--- src/rtl/usr_xfer_ctrl_if.sv ---
`default_nettype none
// +----------------------------------------------------------------------------+
// | usr_xfer_ctrl_if                                                           |
// | Command/response bus plus shift-register control bundle for usr_xfer_ctrl. |
// | Rev 1.0                                                                    |
// +----------------------------------------------------------------------------+
interface usr_xfer_ctrl_if #(
  parameter int W     = 5,
  parameter int CNT_W = 3
) ();

  logic             cmd_valid;
  logic             cmd_ready;
  logic [1:0]       cmd_op;
  logic [W-1:0]     cmd_data;
  logic [CNT_W-1:0] cmd_count;
  logic             cmd_si;
  logic             cmd_rot;

  logic [1:0]       usr_sel;
  logic [W-1:0]     usr_pi;
  logic             usr_si;
  logic [W-1:0]     usr_po;
  logic             usr_so;

  logic             rsp_valid;
  logic             rsp_ready;
  logic [W-1:0]     rsp_data;
  logic [W-1:0]     rsp_shout;

  logic             busy;

  // Requester and shift register side
  modport master (
    output cmd_valid, cmd_op, cmd_data, cmd_count, cmd_si, cmd_rot,
    input  cmd_ready,
    input  usr_sel, usr_pi, usr_si,
    output usr_po, usr_so,
    input  rsp_valid, rsp_data, rsp_shout,
    output rsp_ready,
    input  busy
  );

  // Sequencer side
  modport slave (
    input  cmd_valid, cmd_op, cmd_data, cmd_count, cmd_si, cmd_rot,
    output cmd_ready,
    output usr_sel, usr_pi, usr_si,
    input  usr_po, usr_so,
    output rsp_valid, rsp_data, rsp_shout,
    input  rsp_ready,
    output busy
  );

endinterface
`default_nettype wire

--- src/rtl/usr_xfer_ctrl.sv ---
`default_nettype none
// +----------------------------------------------------------------------------+
// | usr_xfer_ctrl                                                              |
// | Sequences load/shift/rotate/read commands onto a universal shift register. |
// | Rev 1.0                                                                    |
// +----------------------------------------------------------------------------+
module usr_xfer_ctrl #(
  parameter int W     = 5,
  parameter int CNT_W = 3
) (
  input  wire logic     clk,
  input  wire logic     rst,
  usr_xfer_ctrl_if.slave bus
);

  localparam logic [1:0]       OP_READ = 2'b00;
  localparam logic [1:0]       OP_SHL  = 2'b01;
  localparam logic [1:0]       OP_SHR  = 2'b10;
  localparam logic [1:0]       OP_LOAD = 2'b11;
  localparam logic [1:0]       SEL_HOLD = 2'b00;
  localparam logic [CNT_W-1:0] CNT_ZERO = '0;
  localparam logic [CNT_W-1:0] CNT_ONE  = {{(CNT_W-1){1'b0}}, 1'b1};

  typedef enum logic [1:0] {
    S_IDLE  = 2'd0,
    S_LOAD  = 2'd1,
    S_SHIFT = 2'd2,
    S_RESP  = 2'd3
  } state_t;

  state_t           state_q, state_d;
  logic [1:0]       op_q, op_d;
  logic [W-1:0]     data_q, data_d;
  logic [CNT_W-1:0] cnt_q, cnt_d;
  logic             si_q, si_d;
  logic             rot_q, rot_d;
  logic [W-1:0]     cap_q, cap_d;

  logic             ready;
  logic [1:0]       sel;
  logic [W-1:0]     pi;
  logic             si;
  logic             rsp_vld;

  always_ff @(posedge clk) begin
    if (rst) begin
      state_q <= S_IDLE;
      op_q    <= 2'b00;
      data_q  <= '0;
      cnt_q   <= '0;
      si_q    <= 1'b0;
      rot_q   <= 1'b0;
      cap_q   <= '0;
    end else begin
      state_q <= state_d;
      op_q    <= op_d;
      data_q  <= data_d;
      cnt_q   <= cnt_d;
      si_q    <= si_d;
      rot_q   <= rot_d;
      cap_q   <= cap_d;
    end
  end

  always_comb begin
    state_d = state_q;
    op_d    = op_q;
    data_d  = data_q;
    cnt_d   = cnt_q;
    si_d    = si_q;
    rot_d   = rot_q;
    cap_d   = cap_q;
    ready   = 1'b0;
    sel     = SEL_HOLD;
    pi      = '0;
    si      = 1'b0;
    rsp_vld = 1'b0;

    unique case (state_q)
      S_IDLE: begin
        ready = 1'b1;
        if (bus.cmd_valid) begin
          op_d   = bus.cmd_op;
          data_d = bus.cmd_data;
          cnt_d  = bus.cmd_count;
          si_d   = bus.cmd_si;
          rot_d  = bus.cmd_rot;
          cap_d  = '0;
          case (bus.cmd_op)
            OP_LOAD: state_d = S_LOAD;
            OP_SHL, OP_SHR: begin
              state_d = (bus.cmd_count != CNT_ZERO) ? S_SHIFT : S_RESP;
            end
            default: state_d = S_RESP;
          endcase
        end
      end

      S_LOAD: begin
        sel     = OP_LOAD;
        pi      = data_q;
        state_d = S_RESP;
      end

      // SO is a function of registered sel and PO only, so feeding it back
      // into SI for rotation does not form a combinational loop.
      S_SHIFT: begin
        sel   = op_q;
        si    = rot_q ? bus.usr_so : si_q;
        cap_d = {cap_q[W-2:0], bus.usr_so};
        cnt_d = cnt_q - CNT_ONE;
        if (cnt_q == CNT_ONE) begin
          state_d = S_RESP;
        end
      end

      S_RESP: begin
        rsp_vld = 1'b1;
        if (bus.rsp_ready) begin
          state_d = S_IDLE;
        end
      end

      default: state_d = S_IDLE;
    endcase

    // An in-flight command is abandoned in the reset cycle itself
    if (rst) begin
      ready   = 1'b0;
      sel     = SEL_HOLD;
      pi      = '0;
      si      = 1'b0;
      rsp_vld = 1'b0;
    end
  end

  assign bus.cmd_ready = ready;
  assign bus.usr_sel   = sel;
  assign bus.usr_pi    = pi;
  assign bus.usr_si    = si;
  assign bus.rsp_valid = rsp_vld;
  assign bus.rsp_data  = bus.usr_po;
  assign bus.rsp_shout = cap_q;
  assign bus.busy      = (state_q != S_IDLE) && !rst;

endmodule
`default_nettype wire

--- src/flat_wrapper.sv ---
// flat-port wrapper written by rule: the top's interface ports become plain ports
module usr_xfer_ctrl_flat 
#(
  parameter int W     = 5,
  parameter int CNT_W = 3
)
  (clk, rst, bus_cmd_valid, bus_cmd_op, bus_cmd_data, bus_cmd_count, bus_cmd_si, bus_cmd_rot, bus_cmd_ready, bus_usr_sel, bus_usr_pi, bus_usr_si, bus_usr_po, bus_usr_so, bus_rsp_valid, bus_rsp_data, bus_rsp_shout, bus_rsp_ready, bus_busy);
  usr_xfer_ctrl_if #(.W(W), .CNT_W(CNT_W)) bus_i ();
  input  wire logic clk;
  input  wire logic rst;
  input wire logic [$bits(bus_i.cmd_valid)-1:0] bus_cmd_valid;
  input wire logic [$bits(bus_i.cmd_op)-1:0] bus_cmd_op;
  input wire logic [$bits(bus_i.cmd_data)-1:0] bus_cmd_data;
  input wire logic [$bits(bus_i.cmd_count)-1:0] bus_cmd_count;
  input wire logic [$bits(bus_i.cmd_si)-1:0] bus_cmd_si;
  input wire logic [$bits(bus_i.cmd_rot)-1:0] bus_cmd_rot;
  output wire logic [$bits(bus_i.cmd_ready)-1:0] bus_cmd_ready;
  output wire logic [$bits(bus_i.usr_sel)-1:0] bus_usr_sel;
  output wire logic [$bits(bus_i.usr_pi)-1:0] bus_usr_pi;
  output wire logic [$bits(bus_i.usr_si)-1:0] bus_usr_si;
  input wire logic [$bits(bus_i.usr_po)-1:0] bus_usr_po;
  input wire logic [$bits(bus_i.usr_so)-1:0] bus_usr_so;
  output wire logic [$bits(bus_i.rsp_valid)-1:0] bus_rsp_valid;
  output wire logic [$bits(bus_i.rsp_data)-1:0] bus_rsp_data;
  output wire logic [$bits(bus_i.rsp_shout)-1:0] bus_rsp_shout;
  input wire logic [$bits(bus_i.rsp_ready)-1:0] bus_rsp_ready;
  output wire logic [$bits(bus_i.busy)-1:0] bus_busy;
  assign bus_i.cmd_valid = bus_cmd_valid;
  assign bus_i.cmd_op = bus_cmd_op;
  assign bus_i.cmd_data = bus_cmd_data;
  assign bus_i.cmd_count = bus_cmd_count;
  assign bus_i.cmd_si = bus_cmd_si;
  assign bus_i.cmd_rot = bus_cmd_rot;
  assign bus_cmd_ready = bus_i.cmd_ready;
  assign bus_usr_sel = bus_i.usr_sel;
  assign bus_usr_pi = bus_i.usr_pi;
  assign bus_usr_si = bus_i.usr_si;
  assign bus_i.usr_po = bus_usr_po;
  assign bus_i.usr_so = bus_usr_so;
  assign bus_rsp_valid = bus_i.rsp_valid;
  assign bus_rsp_data = bus_i.rsp_data;
  assign bus_rsp_shout = bus_i.rsp_shout;
  assign bus_i.rsp_ready = bus_rsp_ready;
  assign bus_busy = bus_i.busy;
  usr_xfer_ctrl #(.W(W), .CNT_W(CNT_W)) u_core (.clk(clk), .rst(rst), .bus(bus_i));
endmodule
--- config.mk ---
export PLATFORM = sky130hd
export DESIGN_NAME = usr_xfer_ctrl_flat
export DESIGN_NICKNAME = d
export VERILOG_FILES = /design/src/rtl/usr_xfer_ctrl_if.sv /design/src/rtl/usr_xfer_ctrl.sv /design/src/flat_wrapper.sv
export SDC_FILE = /design/constraint.sdc
export NUM_CORES = 1
export LEC_CHECK = 0
export BUFFER_PORTS_ARGS = -buffer_cell sky130_fd_sc_hd__buf_2
export CELL_PAD_IN_SITES_DETAIL_PLACEMENT = 0
export CELL_PAD_IN_SITES_GLOBAL_PLACEMENT = 1
export CORE_ASPECT_RATIO = 1.1
export CORE_MARGIN = 2
export CORE_UTILIZATION = 35
export DETAILED_ROUTE_END_ITERATION = 7
export HOLD_SLACK_MARGIN = 0.02
export PLACE_DENSITY = 0.87
export SLEW_MARGIN = 20
export SYNTH_ARGS = -nofsm -noshare
export SYNTH_HDL_FRONTEND = slang
export SYNTH_SLANG_ARGS = --single-unit
--- constraint.sdc ---
create_clock -name clk -period 3.6 [get_ports clk]
set_clock_uncertainty 0.05 [all_clocks]
set_input_delay 0.18 -clock clk [delete_from_list [all_inputs] [get_ports clk]]
set_output_delay 0.18 -clock clk [all_outputs]
set_load 0.01 [all_outputs]
==> results of run 1 <==
## final timing paths
path | start | endpoint | slack, ps | cells after the start
hold reg to reg | u_core.data_q[1] | u_core.data_q[1] | 410 | 2
setup reg to reg | u_core.state_q[0] | u_core.state_q[0] | 1940 | 5
setup / recovery | u_core.state_q[0] | bus_usr_si | 1780 | 5
hold / removal | bus_cmd_data[1] | u_core.data_q[1] | 50 | 3
## power by group
part           switching, mW  leakage, nW  internal (mW)
registers             0.0226        0.155          0.249
logic                  0.183        0.398          0.122
clock network         0.0676       0.0177         0.0414
total                  0.273        0.571          0.413
## worst min-delay path, delay by kind of cell
family          cells  cell delay, ps
buf+inv             1              90
compound gates      1              50
simple gates        1              40
## kinds of logic after synthesis
kind of cell | synth area share (%)
compound gates | 18.3
simple gates | 21.7
flops | 36.4
fa+ha+maj | 12.0
mux | 3.35
buf+inv | 8.37
## through the flow
step                      hold WS, ps  cells  area, um^2
after global routing             63.1    190        1220
after floorplan                   266    130        1050
after CTS                        48.4    190        1220
after detailed placement          310    186        1190
final                            54.9    190        1220
after global placement            310    186        1190
## Yosys cell counts (2+ instances only)
| library cell | n |
|---|---|
| a211oi_1 | 2 |
| clkbuf_1 | 3 |
| a22oi_1 | 5 |
| nor2b_1 | 3 |
| and2_1 | 7 |
| o21ai_2 | 2 |
| ha_1 | 10 |
| nand2_1 | 20 |
| inv_1 | 8 |
| nand2b_1 | 2 |
| buf_4 | 5 |
| a21oi_1 | 14 |
| dfxtp_1 | 19 |
| mux2i_1 | 2 |
| nor2_1 | 16 |
## sequential cells by signal, indices dropped and copies added, names as in the netlist
register,flops
u_core.bus.rsp_shout,5
u_core.data_q,5
u_core.cnt_q,3
u_core.op_q,2
u_core.state_q,2
u_core.rot_q,1
u_core.si_q,1
## cell type report
class                           instances  area share [%]
Tap cell                               33            3.38
Sequential cell                        19            31.1
Inverter                                9            2.77
Clock buffer                            3            1.84
Timing Repair Buffer                   32            13.1
Multi-Input combinational cell         93            47.3
Clock inverter                          1           0.410
## routing by layer
layer	up-vias	global-route usage (%)	wire length, um
li1	480	-	-
met1	408	16.0	1010
met4	0	5.78	25
met5	-	0	0
met2	21	22.4	1010
met3	4	2.52	119
==> metrics.yaml, run 1 <==
run_status:
  status: "finished clean"
cts:
  cts_resized: 0
  postCtsSetupBuffers: 0
  cts_hold_buf: 0
  cts_buffers: 3
  htreeDepth: 1
  clk_path_buf_depth: 2
  cts_root_buffer: "clkbuf_4"
  cts.sinks: 19
  path_clk_slew_ps: 110
  clock_latency_ps: 300
  cts_tree: "yes"
worst_setup_path:
  crit_chain: "inv_1 > ha_1 > inv_2 > nor3_1 > buf_2"
  max_stage_delay_ps: 340
  crit_arrival_ps: 1590
  crit_type: "register to primary output"
  critPathTopFamily: "buffers and inverters"
  worstSetupEndpointType: "primary output"
  crit_path_max_fanout: 8
  required_ps: 3370
  start_kind: "register"
  cp_slowest_cell: "dfxtp_1"
  cp_num_buf_inv: 3
flow_run:
  cap_violations: 0
floorplanning:
  dieWidth_um: 56.1
  rows: 20
  initial_utilization_pct: 37.3
  chipHeight_um: 61.3
  ios: 43
  core_mm2: 0.00280
  die-area_mm2: 0.00344
global_route:
  grt_pass1_wl_mm: 3.55
  grt_remaining_overflow: 0
  grtUsageTotal_pct: 13.0
  antenna_found_initial: 0
  grt_max_degree: 27
  grt_pass1_vias: 860
power:
  ir_drop_v: 0.000297
  p_per_area_mw_per_mm2: 562
  p_leak_nw: 0.571
  total_power_uw: 686
logic_synthesis:
  yosysTopAreaCell: "dfxtp_1"
  yosysTopAreaCellShare_pct: 36.4
  synthesis.area_mm2: 0.00105
  synth_edf_count: 0
  yosysSeqAreaShare_pct: 36.4
  syn_nets: 162
  async_flop_share_pct: 0
  synthTopCellsByArea: "dfxtp_1, ha_1, nand2_1"
  netlist_instances: 130
  syn_area_per_cell_um2: 8.05
  ys_seq_elements: 19
  synthFlopType: "dfxtp_1"
  yosys_warnings: 0
  yosysUniqueCellTypes: 27
detailed_routing:
  drt_wl_total_mm: 2.16
  drc_errors: 0
  wl_per_cell_um: 11.4
  ant_nets: 0
  first_pass_iters: 4
  vias: 913
  drt-initial-drc-count: 20
  viasPerCell: 4.81
place:
  gp_congestion: 0.722
  place_ws_ps: 1950
  port_buffers: 32
  dp_hpwl_mm: 1.68
sta:
  fin_crit_sh_pct: 50.6
  hold_violations: 0
  slew_headroom_pct: 69.2
  finalMaxSlewViolations: 0
  fin_tns_setup_ps: 0
  setup_slack_ps: 1780
  period_needed_ps: 1820
  fmax_ghz: 0.549
  worst_pin_slew_ps: 462
  rsz0062_at_grt: "no"
  finalSetupViolations: 0
hold_path:
  holdCritPathClass: "input port to register"
finish:
  fin_util_pct: 43.6
  drive_gt1_share_pct: 27.4
  areaGrowthSynthToFinish_pct: 16.7
  multi_input_area_um2: 578
  layout.area.seq_um2: 380
  final_nets: 190
  fill_cells: 317
  diodes: 0
  final_common_cell: "buf_2"
  mostFrequentLayoutCells: "buf_2, nand2_1, dfxtp_1"
(Power assumes the default switching activity.)
==> run 2, diff against run 1 <==
- CORE_UTILIZATION: 35 -> 30
- PLACE_DENSITY: 0.87 -> 0.8
- clock period: 3.6 -> 1.6 ns (I/O delays scaled with it)
==> run 2 against run 1 <==
  * Design area increased by 16%
  * Combinational power rose to 2.8 times the previous value
  * Global-route usage increased by 1.0 points
  * Sequential share of layout area decreased by 4.2 points
  * Critical path type unchanged
==> metrics.yaml, run 2 (synthesis gave the netlist of run 1 again) <==
detailed_routing:
  wl_met1_mm: 1.01  # about the same
  ant_nets: 0  # unchanged
  drc_errors: 0  # unchanged
  first_pass_iters: 3  # was 4
  viasPerCell: 4.52  # was 4.81
  wl_met3_um: 140  # was 119 um
  drt_wl_total_mm: 2.45  # was 2.16 mm
  top_layer: "met4"  # unchanged
  wl_per_cell_um: 11.1  # was 11.4 um
  drt-initial-drc-count: 22  # was 20
  wl_met2_mm: 1.28  # was 1.01 mm
  vias: 995  # was 913
place:
  port_buffers: 32  # unchanged
  dp_hpwl_mm: 1.85  # was 1.68 mm
  gp_congestion: 0.717  # was 0.722
sta:
  slew_headroom_pct: 66.9  # was 69.2%
  hold_violations: 0  # unchanged
  finalMaxSlewViolations: 0  # unchanged
  rsz0062_at_grt: "yes"  # was no
  fin_tns_setup_ps: 0  # unchanged
  fin_crit_sh_pct: 95.4
  fmax_ghz: 0.655
  period_needed_ps: 1530
  worst_pin_slew_ps: 496  # was 462 ps
  finalSetupViolations: 0  # unchanged
finish:
  mostFrequentLayoutCells: "buf_2, nand2_1, dfxtp_1"  # unchanged
  final_common_cell: "buf_2"  # unchanged
  multi_input_area_um2: 619  # was 578 um^2
  areaGrowthSynthToFinish_pct: 35.9  # was 16.7%
  fill_cells: 362  # was 317
  drive_gt1_share_pct: 33.7  # was 27.4%
  final_nets: 205  # was 190
  layout.area.seq_um2: 383  # was 380 um^2
  diodes: 0  # unchanged
  fin_util_pct: 42.7  # was 43.6%
cts:
  cts_buffers: 3  # unchanged
  cts.sinks: 19  # unchanged
  clock_latency_ps: 310  # was 300 ps
  cts_tree: "yes"  # unchanged
  cts_root_buffer: "clkbuf_4"  # unchanged
  path_clk_slew_ps: 120  # was 110 ps
  clk_path_buf_depth: 2  # unchanged
  htreeDepth: 1  # unchanged
floorplanning:
  die-area_mm2: 0.00398  # was 0.00344 mm^2
  chipHeight_um: 65.9  # was 61.3 um
  initial_utilization_pct: 31.4  # was 37.3%
  dieWidth_um: 60.3  # was 56.1 um
  rows: 22  # was 20
  core_mm2: 0.00333  # was 0.00280 mm^2
  ios: 43  # unchanged
run_status:
  status: "finished clean"  # unchanged
worst_setup_path:
  r2r-end: "u_core.cnt_q[0]"  # was u_core.state_q[0]
  ff2ff_path_depth: 6  # was 5
  startpoint: "u_core.state_q[1]"  # was u_core.state_q[0]
  crit_arrival_ps: 1400  # was 1590 ps
  cp_slowest_cell: "dfxtp_2"  # was dfxtp_1
  start_kind: "register"  # unchanged
  r2r-start: "u_core.state_q[0]"  # unchanged
  ff2ff_setup_slack_ps: 120  # was 1940 ps
  required_ps: 1470  # was 3370 ps
  crit_type: "register to primary output"  # unchanged
  crit_path_max_fanout: 5  # was 8
  max_stage_delay_ps: 370  # was 340 ps
  worstSetupEndpointType: "primary output"  # unchanged
  crit_chain: "inv_2 > ha_2 > nor2b_4 > and2_1 > buf_2"  # was inv_1 > ha_1 > inv_2 > nor3_1 > buf_2
global_route:
  grt_pass1_vias: 1066  # was 860
  grt_pass1_wl_mm: 4.31  # was 3.55 mm
  grt_max_degree: 27  # unchanged
  grt_remaining_overflow: 0  # unchanged
  antenna_found_initial: 0  # unchanged
  grtUsageTotal_pct: 14.0  # was 13.0%
flow_run:
  cap_violations: 0  # unchanged
hold_path:
  min_from: "bus_cmd_valid"  # was bus_cmd_data[1]
  hold_end: "u_core.cnt_q[0]"  # was u_core.data_q[1]
  hold_depth: 4  # was 3
  holdCritPathClass: "input port to register"  # unchanged
power:
  p_leak_nw: 0.639  # was 0.571 nW
  ir_drop_v: 0.000625  # was 0.000297 V
  p_per_area_mw_per_mm2: 1210  # was 562 mW/mm^2
run 2: cell count changes in the layout (fill, tap and decap cells not counted), sizes merged:
cell	before	now
dlygate4sd3	0	10
buf	32	37
run 2: worst max-delay path, delay by kind of cell, from the launching register on:
family,cells,cell delay (ps)
flops,1,370
fa+ha+maj,1,200
buf+inv,2,210
simple gates,2,320
run 2: through the flow:
stage	instance area, um^2	power [mW]	cells	hold slack (ps)	setup slack (ps)
CTS	1390	1.69	220	77.8	-25.4
floorplan	1050	1.16	130	166	81.8
detailed placement	1240	1.39	205	110	-3.33
finish	1420	1.72	220	94.5	73.6
global route	1420	1.88	220	106	-34.3
global placement	1240	1.36	205	110	76.5
run 2: routing by layer:
metal / GRT usage (%) / up-vias
met2: 25.3 / 21
met3: 4.50 / 4
li1: - / 511
met1: 15.6 / 459
met5: 0 / -
met4: 3.06 / 0
run 2: timing repair:
item                                    4_1_cts  5_1_grt
gates resized for setup                       5        8
pin swaps                                     0        0
endpoints found under the hold margin        10        0
hold buffers                                 10        0
buffers inserted                              1        0
endpoints found under the setup margin       25       21
run 2: power breakdown:
part	internal, mW	switching (mW)
combinational	0.386	0.463
sequential	0.565	0.0555
clock	0.0932	0.156
run 2: final cells by class:
type                    instances  area share [%]
clock buffers                   3            1.58
clock inverters                 1           0.352
inverters                       9            2.38
multi-input cells              93            43.6
flip-flops and latches         19            26.9
well taps                      48            4.23
repair buffers                 47            21.0
run 2: worst max-delay path by stage:
stage,to,depth (start not counted)
after floorplan,u_core.state_q[0],5
after global placement,u_core.cnt_q[0],6
after detailed placement,u_core.op_q[1],6
after CTS,bus_usr_si,5
after global routing,bus_usr_pi[1],5
final,bus_usr_pi[3],5
==> run 3, diff against run 2 <==
==> constraint.sdc (replaced) <==
create_clock -name clk -period 1.6 [get_ports clk]
set_clock_uncertainty 0.05 [all_clocks]
set_input_delay 0.32 -clock clk [delete_from_list [all_inputs] [get_ports clk]]
set_output_delay 0.32 -clock clk [all_outputs]
set_load 0.01 [all_outputs]
==> run 3 against run 2 <==
  * The run now ends with setup timing left
  * Combinational power increased by 35%
  * Clock power about the same
  * Die area unchanged
  * First-iteration DRC count decreased by 9.1%
  * Power increased by 18%
  * Register-to-register slack got worse by 100 ps
==> metrics.yaml, run 3 (synthesis gave the netlist of run 1 again) <==
worst_setup_path:
  crit_type: "register to primary output"  # unchanged
  ff2ff_path_depth: 6  # unchanged
  r2r-start: "u_core.state_q[1]"  # was u_core.state_q[0]
  ff2ff_setup_slack_ps: 20  # was 120 ps
  crit_path_max_fanout: 4  # was 5
  r2r-end: "u_core.state_q[0]"  # was u_core.cnt_q[0]
  worstSetupEndpointType: "primary output"  # unchanged
  crit_arrival_ps: 1340  # was 1400 ps
  start_kind: "register"  # unchanged
  required_ps: 1230  # was 1470 ps
power:
  ir_drop_v: 0.000662  # was 0.000625 V
  p_leak_nw: 0.664  # was 0.639 nW
  total_power_mw: 2.04  # was 1.72 mW
  p_per_area_mw_per_mm2: 1360  # was 1210 mW/mm^2
cts:
  cts_root_buffer: "clkbuf_4"  # unchanged
  cts_tree: "yes"  # unchanged
  path_clk_slew_ps: 120  # about the same
  cts_buffers: 3  # unchanged
  cts_hold_buf: 0  # was 10
  clock_latency_ps: 300  # was 310 ps
  clk_path_buf_depth: 2  # unchanged
  htreeDepth: 1  # unchanged
  cts.sinks: 19  # unchanged
run_status:
  violations: "setup timing"
  status: "finished, violations left"  # was finished clean
sta:
  fin_crit_sh_pct: 107  # was 95.4%
  setup_slack_ps: -108  # was 73.6 ps
  slew_headroom_pct: 74.7  # was 66.9%
  finalSetupViolations: 11  # was 0
  fin_hold_ws_ps: 190  # was 94.5 ps
  hold_violations: 0  # unchanged
  worst_pin_slew_ps: 379  # was 496 ps
  fmax_ghz: 0.585  # was 0.655 GHz
  finalMaxSlewViolations: 0  # unchanged
  period_needed_ps: 1710  # was 1530 ps
  rsz0062_at_grt: "yes"  # unchanged
place:
  place_ws_ps: -6.68  # was -3.33 ps
  gp_congestion: 0.797  # was 0.717
  place_area_mm2: 0.00125  # was 0.00124 mm^2
  dp_hpwl_mm: 1.82  # was 1.85 mm
  port_buffers: 32  # unchanged
finish:
  mostFrequentLayoutCells: "buf_2, nand2_1, dfxtp_1"  # unchanged
  final_area_mm2: 0.00150  # was 0.00142 mm^2
  diodes: 0  # unchanged
  fill_cells: 322  # was 362
  final_nets: 203  # was 205
  areaGrowthSynthToFinish_pct: 43.1  # was 35.9%
  fin_util_pct: 44.9  # was 42.7%
  drive_gt1_share_pct: 44.7  # was 33.7%
  final_common_cell: "buf_2"  # unchanged
floorplanning:
  chipHeight_um: 65.9  # unchanged
  core_mm2: 0.00333  # unchanged
  initial_utilization_pct: 31.4  # unchanged
  dieWidth_um: 60.3  # unchanged
  ios: 43  # unchanged
  die-area_mm2: 0.00398  # unchanged
  rows: 22  # unchanged
global_route:
  grt_max_degree: 12  # was 27
  grt_pass1_vias: 964  # was 1066
  grt_remaining_overflow: 0  # unchanged
  grtUsageTotal_pct: 13.8  # was 14.0%
  grt_pass1_wl_mm: 4.26  # was 4.31 mm
  antenna_found_initial: 0  # unchanged
hold_path:
  hold_depth: 3  # was 4
  min_from: "bus_cmd_data[3]"  # was bus_cmd_valid
  holdCritPathClass: "input port to register"  # unchanged
  hold_end: "u_core.data_q[3]"  # was u_core.cnt_q[0]
flow_run:
  cap_violations: 0  # unchanged
detailed_routing:
  vias: 1014  # was 995
  first_pass_iters: 4  # was 3
  drt-initial-drc-count: 20  # was 22
  wl_per_cell_um: 12.3  # was 11.1 um
  viasPerCell: 4.65  # was 4.52
  drt_wl_total_mm: 2.69  # was 2.45 mm
  drc_errors: 0  # unchanged
  ant_nets: 0  # unchanged
[run 3: worst max path at each step]
| stage | start | endpoint | slack [ps] | depth (start not counted) |
|---|---|---|---|---|
| final | u_core.state_q[1] | bus_usr_sel[0] | -110 | 5 |
| after CTS | u_core.state_q[1] | bus_usr_pi[4] | -100 | 5 |
| after detailed placement | u_core.state_q[0] | u_core.state_q[0] | -7 | 5 |
| after floorplan | u_core.state_q[0] | u_core.state_q[0] | 80 | 5 |
| after global placement | u_core.state_q[0] | u_core.state_q[0] | 70 | 5 |
| after global routing | u_core.state_q[1] | bus_usr_pi[4] | -170 | 5 |
[run 3: metrics by stage]
stage | TNS (ps) | instances
after floorplan | 0 | 130
after global placement | 0 | 206
after detailed placement | -6.68 | 206
after CTS | -694 | 213
after global routing | -1730 | 218
final | -909 | 218
[run 3: timing repair]
action / in CTS / in global routing
endpoints found under the hold margin: 0 / 0
buffers inserted: 3 / 5
resized for setup: 26 / 13
setup endpoints to repair: 16 / 12
cloned: 0 / 0
pin swaps: 9 / 8
[run 3: worst max-delay path, cell delays in order (launching register included)]
cell and delay (ps):
dfxtp_4 380, buf_6 120, ha_4 180, a21oi_1 160
nor2_1 60, buf_2 140
[run 3: power breakdown]
part           switching [mW]  internal, mW
clock network           0.152        0.0932
logic                   0.578         0.571
registers              0.0708         0.571
[run 3: metal layers]
layer / global-route usage (%) / part of all wire (%)
met4: 1.94 / 0.48
met2: 24.9 / 53
met5: 0 / 0
met1: 16.2 / 41
met3: 3.91 / 5.9
[run 3: area by class of cell]
cell class	count	area, um^2	share of cell area (%)
multi-input cells	93	688	46.0
flip-flops and latches	19	388	25.9
repair buffers	45	284	19.0
well taps	48	60.1	4.01
inverters	9	48.8	3.26
clock buffers	3	22.5	1.51
clock inverters	1	5.00	0.334
